[src/rtl/morse_pkg.sv]
// Shared definitions for the Morse symbol sequencer: letter codes, per-letter
// symbol counts and dot/dash patterns, and the sequencer state encoding.
package morse_pkg;

  localparam logic [2:0] LTR_A = 3'd0;
  localparam logic [2:0] LTR_B = 3'd1;
  localparam logic [2:0] LTR_C = 3'd2;
  localparam logic [2:0] LTR_D = 3'd3;
  localparam logic [2:0] LTR_E = 3'd4;
  localparam logic [2:0] LTR_F = 3'd5;
  localparam logic [2:0] LTR_G = 3'd6;
  localparam logic [2:0] LTR_H = 3'd7;

  localparam logic [2:0] LEN_A = 3'd2;
  localparam logic [2:0] LEN_B = 3'd4;
  localparam logic [2:0] LEN_C = 3'd4;
  localparam logic [2:0] LEN_D = 3'd3;
  localparam logic [2:0] LEN_E = 3'd1;
  localparam logic [2:0] LEN_F = 3'd4;
  localparam logic [2:0] LEN_G = 3'd3;
  localparam logic [2:0] LEN_H = 3'd4;

  // Bit i is symbol i (bit 0 goes out first); 1 = dash, 0 = dot.
  localparam logic [3:0] PAT_A = 4'b0010;  // .-
  localparam logic [3:0] PAT_B = 4'b0001;  // -...
  localparam logic [3:0] PAT_C = 4'b0101;  // -.-.
  localparam logic [3:0] PAT_D = 4'b0001;  // -..
  localparam logic [3:0] PAT_E = 4'b0000;  // .
  localparam logic [3:0] PAT_F = 4'b0100;  // ..-.
  localparam logic [3:0] PAT_G = 4'b0011;  // --.
  localparam logic [3:0] PAT_H = 4'b0000;  // ....

  typedef enum logic [1:0] {
    ST_IDLE = 2'd0,
    ST_SEND = 2'd1,
    ST_DONE = 2'd2
  } state_e;

endpackage

[src/rtl/morse_rom.sv]
// Combinational lookup from letter code to symbol count and dot/dash pattern.
module morse_rom
  import morse_pkg::*;
(
  input  logic [2:0] letter_i,
  output logic [2:0] len_o,
  output logic [3:0] pattern_o
);

  always_comb begin
    // NOTE: defaults first so every path assigns every output (no latch).
    len_o     = LEN_A;
    pattern_o = PAT_A;
    case (letter_i)
      LTR_A:   begin len_o = LEN_A; pattern_o = PAT_A; end
      LTR_B:   begin len_o = LEN_B; pattern_o = PAT_B; end
      LTR_C:   begin len_o = LEN_C; pattern_o = PAT_C; end
      LTR_D:   begin len_o = LEN_D; pattern_o = PAT_D; end
      LTR_E:   begin len_o = LEN_E; pattern_o = PAT_E; end
      LTR_F:   begin len_o = LEN_F; pattern_o = PAT_F; end
      LTR_G:   begin len_o = LEN_G; pattern_o = PAT_G; end
      LTR_H:   begin len_o = LEN_H; pattern_o = PAT_H; end
      default: begin len_o = LEN_A; pattern_o = PAT_A; end
    endcase
  end

endmodule

[src/rtl/morse_symbol_sequencer.sv]
// Issues the dot/dash symbols of one latched letter over a valid/ready
// handshake, with a watchdog that aborts if the consumer stalls too long.
module morse_symbol_sequencer
  import morse_pkg::*;
#(
  parameter int TIMEOUT = 16,
  parameter int TO_W    = 5
) (
  input  logic       clk,
  input  logic       resetn,
  input  logic       start,
  input  logic [2:0] letter,
  input  logic       sym_ready,
  output logic       sym_valid,
  output logic       sym_dash,
  output logic       busy,
  output logic       done,
  output logic       err,
  output logic [2:0] cur_letter
);

  localparam logic [TO_W-1:0] WD_LIMIT = TO_W'(TIMEOUT - 1);

  state_e          state_q, state_d;
  logic [3:0]      shift_q, shift_d;
  logic [2:0]      rem_q, rem_d;
  logic [TO_W-1:0] wd_q, wd_d;
  logic [2:0]      cur_letter_q, cur_letter_d;
  logic            dash_q, dash_d;
  logic            err_q, err_d;

  logic [2:0]      rom_len;
  logic [3:0]      rom_pat;
  logic            xfer;

  morse_rom u_rom (
    .letter_i  (letter),
    .len_o     (rom_len),
    .pattern_o (rom_pat)
  );

  assign xfer = (state_q == ST_SEND) && sym_ready;

  always_comb begin
    state_d      = state_q;
    shift_d      = shift_q;
    rem_d        = rem_q;
    wd_d         = wd_q;
    cur_letter_d = cur_letter_q;
    dash_d       = dash_q;
    err_d        = 1'b0;
    unique case (state_q)
      ST_IDLE: begin
        if (start) begin
          cur_letter_d = letter;
          shift_d      = rom_pat;
          rem_d        = rom_len;
          wd_d         = '0;
          dash_d       = rom_pat[0];
          state_d      = ST_SEND;
        end
      end
      ST_SEND: begin
        // A transfer on the watchdog's last cycle wins over the abort.
        if (xfer) begin
          shift_d = {1'b0, shift_q[3:1]};
          rem_d   = rem_q - 3'd1;
          wd_d    = '0;
          if (rem_q == 3'd1) state_d = ST_DONE;
          else               dash_d  = shift_q[1];
        end else if (wd_q == WD_LIMIT) begin
          err_d   = 1'b1;
          wd_d    = '0;
          state_d = ST_IDLE;
        end else begin
          wd_d = wd_q + TO_W'(1);
        end
      end
      ST_DONE: state_d = ST_IDLE;
      default: state_d = ST_IDLE;
    endcase
  end

  // NOTE: non-blocking assignments so every register samples the pre-edge
  // values computed above, independent of statement order.
  always_ff @(posedge clk or posedge resetn) begin
    if (resetn) begin
      state_q      <= ST_IDLE;
      shift_q      <= '0;
      rem_q        <= '0;
      wd_q         <= '0;
      cur_letter_q <= '0;
      dash_q       <= 1'b0;
      err_q        <= 1'b0;
    end else begin
      state_q      <= state_d;
      shift_q      <= shift_d;
      rem_q        <= rem_d;
      wd_q         <= wd_d;
      cur_letter_q <= cur_letter_d;
      dash_q       <= dash_d;
      err_q        <= err_d;
    end
  end

  assign sym_valid  = (state_q == ST_SEND);
  assign done       = (state_q == ST_DONE);
  assign busy       = (state_q == ST_SEND) || (state_q == ST_DONE);
  assign sym_dash   = dash_q;
  assign err        = err_q;
  assign cur_letter = cur_letter_q;

endmodule

[config.mk]
export PLATFORM = sky130hd
export DESIGN_NAME = morse_symbol_sequencer
export DESIGN_NICKNAME = d
export VERILOG_FILES = /design/src/rtl/morse_pkg.sv /design/src/rtl/morse_rom.sv /design/src/rtl/morse_symbol_sequencer.sv
export SDC_FILE = /design/constraint.sdc
export NUM_CORES = 1
export LEC_CHECK = 0
export ABC_AREA = 1
export BUFFER_PORTS_ARGS = -buffer_cell sky130_fd_sc_hd__clkbuf_2
export CAP_MARGIN = 20
export CELL_PAD_IN_SITES_DETAIL_PLACEMENT = 2
export CELL_PAD_IN_SITES_GLOBAL_PLACEMENT = 2
export CORE_MARGIN = 2
export CORE_UTILIZATION = 34
export DETAILED_ROUTE_END_ITERATION = 8
export PLACE_DENSITY = 0.86
export SLEW_MARGIN = 20
export SYNTH_ARGS = -nofsm -noshare
export SYNTH_HDL_FRONTEND = slang
export SYNTH_SLANG_ARGS = --single-unit
[constraint.sdc]
create_clock -name clk -period 3.7 [get_ports clk]
set_clock_uncertainty 0.1 [all_clocks]
set_input_delay 0.37 -clock clk [delete_from_list [all_inputs] [get_ports clk]]
set_output_delay 0.37 -clock clk [all_outputs]
set_load 0.03 [all_outputs]
==> flow_summary.yaml, run 1 <==
global_routing:
  grt_pass1_wl_um: 4890
  overflow: 0
  grt_max_degree: 18
  first_global_vias: 1050
  antenna_found_initial: 0
  grt_usage: 0.185
detailed_routing:
  drt-initial-drc-count: 25
  routedWlPerCell_um: 15.1
  num_vias: 952
  drcViolationCount: 0
  wl_um: 2910
  ant_nets: 0
  routed_via_density: 4.96
  firstDrtPassIters: 4
clocking:
  clockRootBuffer: "clkbuf_4"
  cts_tree: "built"
  h-tree-depth: 1
  ctsHoldBuffers: 0
  clk_pin_slew_ns: 0.10
  clk_latency_ns: 0.29
  cts_sinks: 17
  cts_inserted_buffers: 3
  postCtsSetupRepairBufs: 0
  cts_max_path_buffers: 2
  ctsResizeCount: 0
worst_setup_path:
  path_depth: 3
  reg2reg_from: "state_q[1]$_DFFE_PP0P_"
  r2r_cells: 9
  required_ns: 3.23
  cp_top_family: "flip-flops"
  crit_path_start: "state_q[1]$_DFFE_PP0P_"
  worstSetupPathType: "reg2out"
  endpoint_kind: "output pin"
  start_kind: "register"
  worstPathMaxFanout: 10
  cp.arrival_ns: 1.47
  path_buf_inv: 2
  rrSetupSlack_ns: 1.79
  slowest_delay_ns: 0.41
  crit_end: "sym_valid"
  rr_endpoint: "rem_q[1]$_DFFE_PP0P_"
  critPathSlowestCell: "dfrtp_1"
  crit_chain: "inv_1 > ha_1 > clkbuf_2"
die:
  io_pins: 15
  die_x_um: 59.7
  start_util: 0.351
  die_h_um: 59.7
  placeableCoreArea_um2: 3000
  dieArea_um2: 3560
  std_cell_rows: 20
sta:
  rsz0062_at_grt: "false"
  worst_slew_pin_slew_ns: 0.673
  period_needed_ns: 1.94
  setup_viol: 0
  clock.fmax_mhz: 514
  tns_ns: 0
  post-route-period-util: 0.526
  fin_ws_ns: 1.76
  finalHoldWorstSlack_ns: 0.0376
  relSlewSlack: 0.551
  final_hold_viol_count: 0
  drv_slew: 0
status:
  status: "finished clean"
final_layout:
  nets: 177
  drive_gt1_frac: 0.145
  antennaDiodeCount: 0
  final_cell_mix: "nand2_1, inv_1, dfrtp_1, clkbuf_2, o21ai_0"
  synthToLayoutAreaGrowth_pct: 12.0
  fin_area_um2: 1180
  fillers: 387
  mostFrequentLayoutCell: "nand2_1"
placed_design:
  preCtsSetupSlack_ns: 1.82
  dp_hpwl_um: 2350
  routabilityCongestion: 0.767
  dpl-instance-area_um2: 1150
  numPortBuffers: 14
synth:
  syn_area_um2: 1050
  synthCells: 142
  yosysWarnings: 0
  synth_nets: 159
  synth_seq_area_share: 0.404
  avgSynthCellArea_um2: 7.42
  synth-seq-cells: 17
  post_synth_num_cell_types: 15
power_and_ir_drop:
  p_per_area_nw_per_um2: 768
  ir_drop_uv: 232
  p_leak_nw: 0.680
  power_uw: 906
hold_path:
  hp-class: "in2async"
job:
  cap_viol_max_count: 0
worst register-to-register path: cells and delay by family, from the launching register on:
| family | cells | cell delay (ns) |
|---|---|---|
| buf+inv | 4 | 0.46 |
| fa+ha+maj | 1 | 0.40 |
| flops | 1 | 0.41 |
| simple gates | 4 | 0.45 |
worst min-delay path by stage:
stage                     cells after the start    from  slack [ns]                        end
after floorplan                               1  resetn        0.20  cur_letter[0]$_DFFE_PP0P_
after global placement                        2  resetn        0.37  cur_letter[1]$_DFFE_PP0P_
after detailed placement                      2  resetn        0.39  cur_letter[0]$_DFFE_PP0P_
after global routing                          2  resetn        0.07        wd_q[2]$_DFFE_PP0P_
final                                         2  resetn        0.04  cur_letter[1]$_DFFE_PP0P_
after CTS                                     2  resetn        0.05        wd_q[1]$_DFFE_PP0P_
flip-flops by register name, indices dropped and copies added, names as in the netlist:
signal and cells:
cur_letter 3, err 1, rem_q 3, shift_q 2, state_q 2, sym_dash 1, wd_q 5
cell families after synthesis:
family | count (synthesis) | share of synthesized area
flip-flops | 17 | 0.404
AND/OR/NAND/NOR | 73 | 0.289
adder cells (fa/ha/maj) | 10 | 0.119
AO/OA/AOI/OAI | 18 | 0.0962
buffers and inverters | 24 | 0.0926
Yosys cell counts, drive strengths merged:
cell,count,area (um^2)
a21oi,2,10.0
buf,1,11.3
dfrtp,17,425
ha,10,125
inv,23,86.3
nand2,54,218
nand3,8,40.0
nand4,1,6.26
nor2,10,40.0
o21ai,16,91.3
stage by stage:
| step | cells | util |
|---|---|---|
| after floorplan | 142 | - |
| after global placement | 188 | 0.384 |
| after detailed placement | 188 | 0.384 |
| after CTS | 192 | 0.393 |
| after global routing | 192 | 0.393 |
| final | 192 | 0.393 |
per-layer routing:
metal  part of all wire  track usage  routed length, um
met4              0.011       0.0571                 32
met1               0.43        0.220               1250
met2               0.53        0.340               1550
met5                  0            0                  0
met3              0.026       0.0260                 76
area by class of cell:
type	count	area (um^2)	area share
tap	33	41.3	0.0350
multi-input combinational	101	531	0.450
timing repair buffer	14	70.1	0.0594
inverter	23	86.3	0.0732
sequential	17	425	0.361
clock buffer	4	26.3	0.0223
where the power goes:
| group | internal (mW) | leakage (nW) | switching (mW) |
|---|---|---|---|
| combinational | 0.148 | 0.444 | 0.363 |
| clock | 0.0420 | 0.0150 | 0.0615 |
| sequential | 0.246 | 0.221 | 0.0459 |
Power figures use the tool's default switching activity.
==> run 2, diff against run 1 <==
--- a/config.mk
+++ b/config.mk
@@ -11,9 +11,9 @@
 export CELL_PAD_IN_SITES_DETAIL_PLACEMENT = 2
 export CELL_PAD_IN_SITES_GLOBAL_PLACEMENT = 2
 export CORE_MARGIN = 2
-export CORE_UTILIZATION = 34
+export CORE_UTILIZATION = 31
 export DETAILED_ROUTE_END_ITERATION = 8
-export PLACE_DENSITY = 0.86
+export PLACE_DENSITY = 0.8
 export SLEW_MARGIN = 20
 export SYNTH_ARGS = -nofsm -noshare
 export SYNTH_HDL_FRONTEND = slang
==> constraint.sdc (replaced) <==
create_clock -name clk -period 1.9 [get_ports clk]
set_clock_uncertainty 0.1 [all_clocks]
set_input_delay 0.19 -clock clk [delete_from_list [all_inputs] [get_ports clk]]
set_output_delay 0.19 -clock clk [all_outputs]
set_load 0.03 [all_outputs]
==> run 2 against run 1 <==
Sequential share of layout area is 1.0 points lower. Non-clock buffer count increased by 2. Wire length shrank 9.4%. Combinational power is 92% higher. Largest cell class unchanged. Sequential power up 91%. Clock power up 92%. Cell count is 7.8% higher. Global-route usage fell by 2.8 points. Worst setup slack worse by 1.6 ns. Sequential cell count is the same.
==> flow_summary.yaml, run 2 (synthesized netlist as in run 1, its figures left out) <==
die:
  std_cell_rows: 21
  start_util: 0.318
  placeableCoreArea_um2: 3310
  die_x_um: 62.3
  dieArea_um2: 3880
  die_h_um: 62.3
  io_pins: 15
sta:
  rsz0062_at_grt: "false"
  setup_viol: 0
  period_needed_ns: 1.73
  post-route-period-util: 0.909
  final_hold_viol_count: 0
  tns_ns: 0
  worst_slew_pin_slew_ns: 0.652
  clock.fmax_mhz: 579
  finalHoldWorstSlack_ns: 0.126
  drv_slew: 0
  relSlewSlack: 0.565
global_routing:
  antenna_found_initial: 0
  overflow: 0
  first_global_vias: 1087
  grt_usage: 0.157
  grt_max_degree: 18
  grt_pass1_wl_um: 4910
power_and_ir_drop:
  pwr-share-clk: 0.114
  p_leak_nw: 0.692
  power_frac_seq: 0.321
  combPwrFrac: 0.564
  ir_drop_uv: 604
  p_per_area_nw_per_um2: 1430
  p_sw_uw: 880
  intPower_uw: 855
  p_sw_frac: 0.507
worst_setup_path:
  cp.arrival_ns: 1.85
  reg2reg_from: "state_q[1]$_DFFE_PP0P_"
  rrSetupSlack_ns: 0.17
  crit_end: "wd_q[4]$_DFFE_PP0P_"
  worstSetupPathType: "reg2reg"
  r2r_cells: 6
  worstPathMaxFanout: 9
  path_depth: 6
  rr_endpoint: "wd_q[4]$_DFFE_PP0P_"
  start_kind: "register"
  endpoint_kind: "register"
  crit_chain: "inv_1 > ha_1 > buf_4 > o21ai_1 > o21ai_0 > nor2_1"
  required_ns: 2.03
  cp_top_family: "compound AO/OA/AOI/OAI gates"
  path_buf_inv: 2
  slowest_delay_ns: 0.40
  critPathSlowestCell: "o21ai_1"
  crit_path_start: "state_q[1]$_DFFE_PP0P_"
final_layout:
  final_cell_mix: "nand2_1, inv_1, dfrtp_1, clkbuf_2, o21ai_0"
  antennaDiodeCount: 0
  fillers: 418
  multi_input_area_um2: 531
  synthToLayoutAreaGrowth_pct: 15.3
  final-seq-area_um2: 425
  largest_reg_flops: 5
  drive_gt1_frac: 0.155
  mostFrequentLayoutCell: "nand2_1"
  regMostFlops: "wd_q"
  nets: 179
detailed_routing:
  routed_via_density: 4.57
  drcViolationCount: 0
  drt-initial-drc-count: 4
  firstDrtPassIters: 2
  wl_um: 2640
  num_vias: 945
  ant_nets: 0
  routedWlPerCell_um: 12.7
hold_path:
  hp-class: "in2reg"
  min_path_cells: 3
  min_from: "start"
clocking:
  clk_pin_slew_ns: 0.11
  ctsHoldBuffers: 1
  cts_tree: "built"
  clockRootBuffer: "clkbuf_4"
  h-tree-depth: 1
  ctsResizeCount: 0
  postCtsSetupRepairBufs: 0
  cts_inserted_buffers: 3
  cts_max_path_buffers: 2
  cts_sinks: 17
  clk_latency_ns: 0.29
placed_design:
  dp_hpwl_um: 2150
  routabilityCongestion: 0.754
  numPortBuffers: 14
job:
  cap_viol_max_count: 0
status:
  status: "finished clean"
## run 2: cell types whose count changed in the layout (fill, tap and decap cells not counted), sizes merged
cell | before | now
buf | 0 | 1
clkbuf | 18 | 17
clkinv | 0 | 1
dlygate4sd3 | 0 | 1
## run 2: tightest hold or removal path, delay by kind of cell
family / cells / cell delay [ns]
buffers and inverters: 1 / 0.11
AND/OR/NAND/NOR: 1 / 0.10
AO/OA/AOI/OAI: 1 / 0.08
## run 2: final cells by class
cell class,count,share of cell area
tap,46,0.0474
inverter,23,0.0711
multi-input combinational,101,0.437
timing repair buffer,16,0.0721
clock buffer,3,0.0185
clock inverter,1,0.00412
sequential,17,0.350
## run 2: worst min-delay path by stage
stage	endpoint	slack, ns
6_report	cur_letter[0]$_DFFE_PP0P_	0.13
5_1_grt	cur_letter[1]$_DFFE_PP0P_	0.11
4_1_cts	cur_letter[1]$_DFFE_PP0P_	0.12
3_5_place_dp	cur_letter[1]$_DFFE_PP0P_	0.21
3_3_place_gp	cur_letter[1]$_DFFE_PP0P_	0.20
2_1_floorplan	cur_letter[0]$_DFFE_PP0P_	0.02
## run 2: through the flow
stage / total power [mW] / utilization / instances / cell area, um^2 / setup WS, ns
2_1_floorplan: 1.31 / - / 142 / 1050 / 0.190
3_3_place_gp: 1.51 / 0.356 / 202 / 1180 / 0.243
3_5_place_dp: 1.56 / 0.356 / 202 / 1180 / 0.216
4_1_cts: 1.78 / 0.367 / 207 / 1210 / 0.159
5_1_grt: 1.92 / 0.367 / 207 / 1210 / 0.00710
6_report: 1.74 / 0.367 / 207 / 1210 / 0.172
## run 2: power by group through the flow
stage / clock network [mW] / registers, mW / logic [mW]
floorplan: 0 / 0.628 / 0.678
global placement: 0 / 0.562 / 0.949
detailed placement: 0 / 0.568 / 0.995
CTS: 0.209 / 0.562 / 1.01
global route: 0.222 / 0.577 / 1.12
finish: 0.198 / 0.558 / 0.980
## run 2: layer usage
| layer | share of wire | up-vias | routed length (um) | track usage |
|---|---|---|---|---|
| li1 | - | 476 | - | - |
| met1 | 0.43 | 458 | 1130 | 0.190 |
| met2 | 0.53 | 7 | 1410 | 0.285 |
| met3 | 0.025 | 4 | 66 | 0.0362 |
| met4 | 0.012 | 0 | 32 | 0.0333 |
| met5 | 0 | - | 0 | 0 |
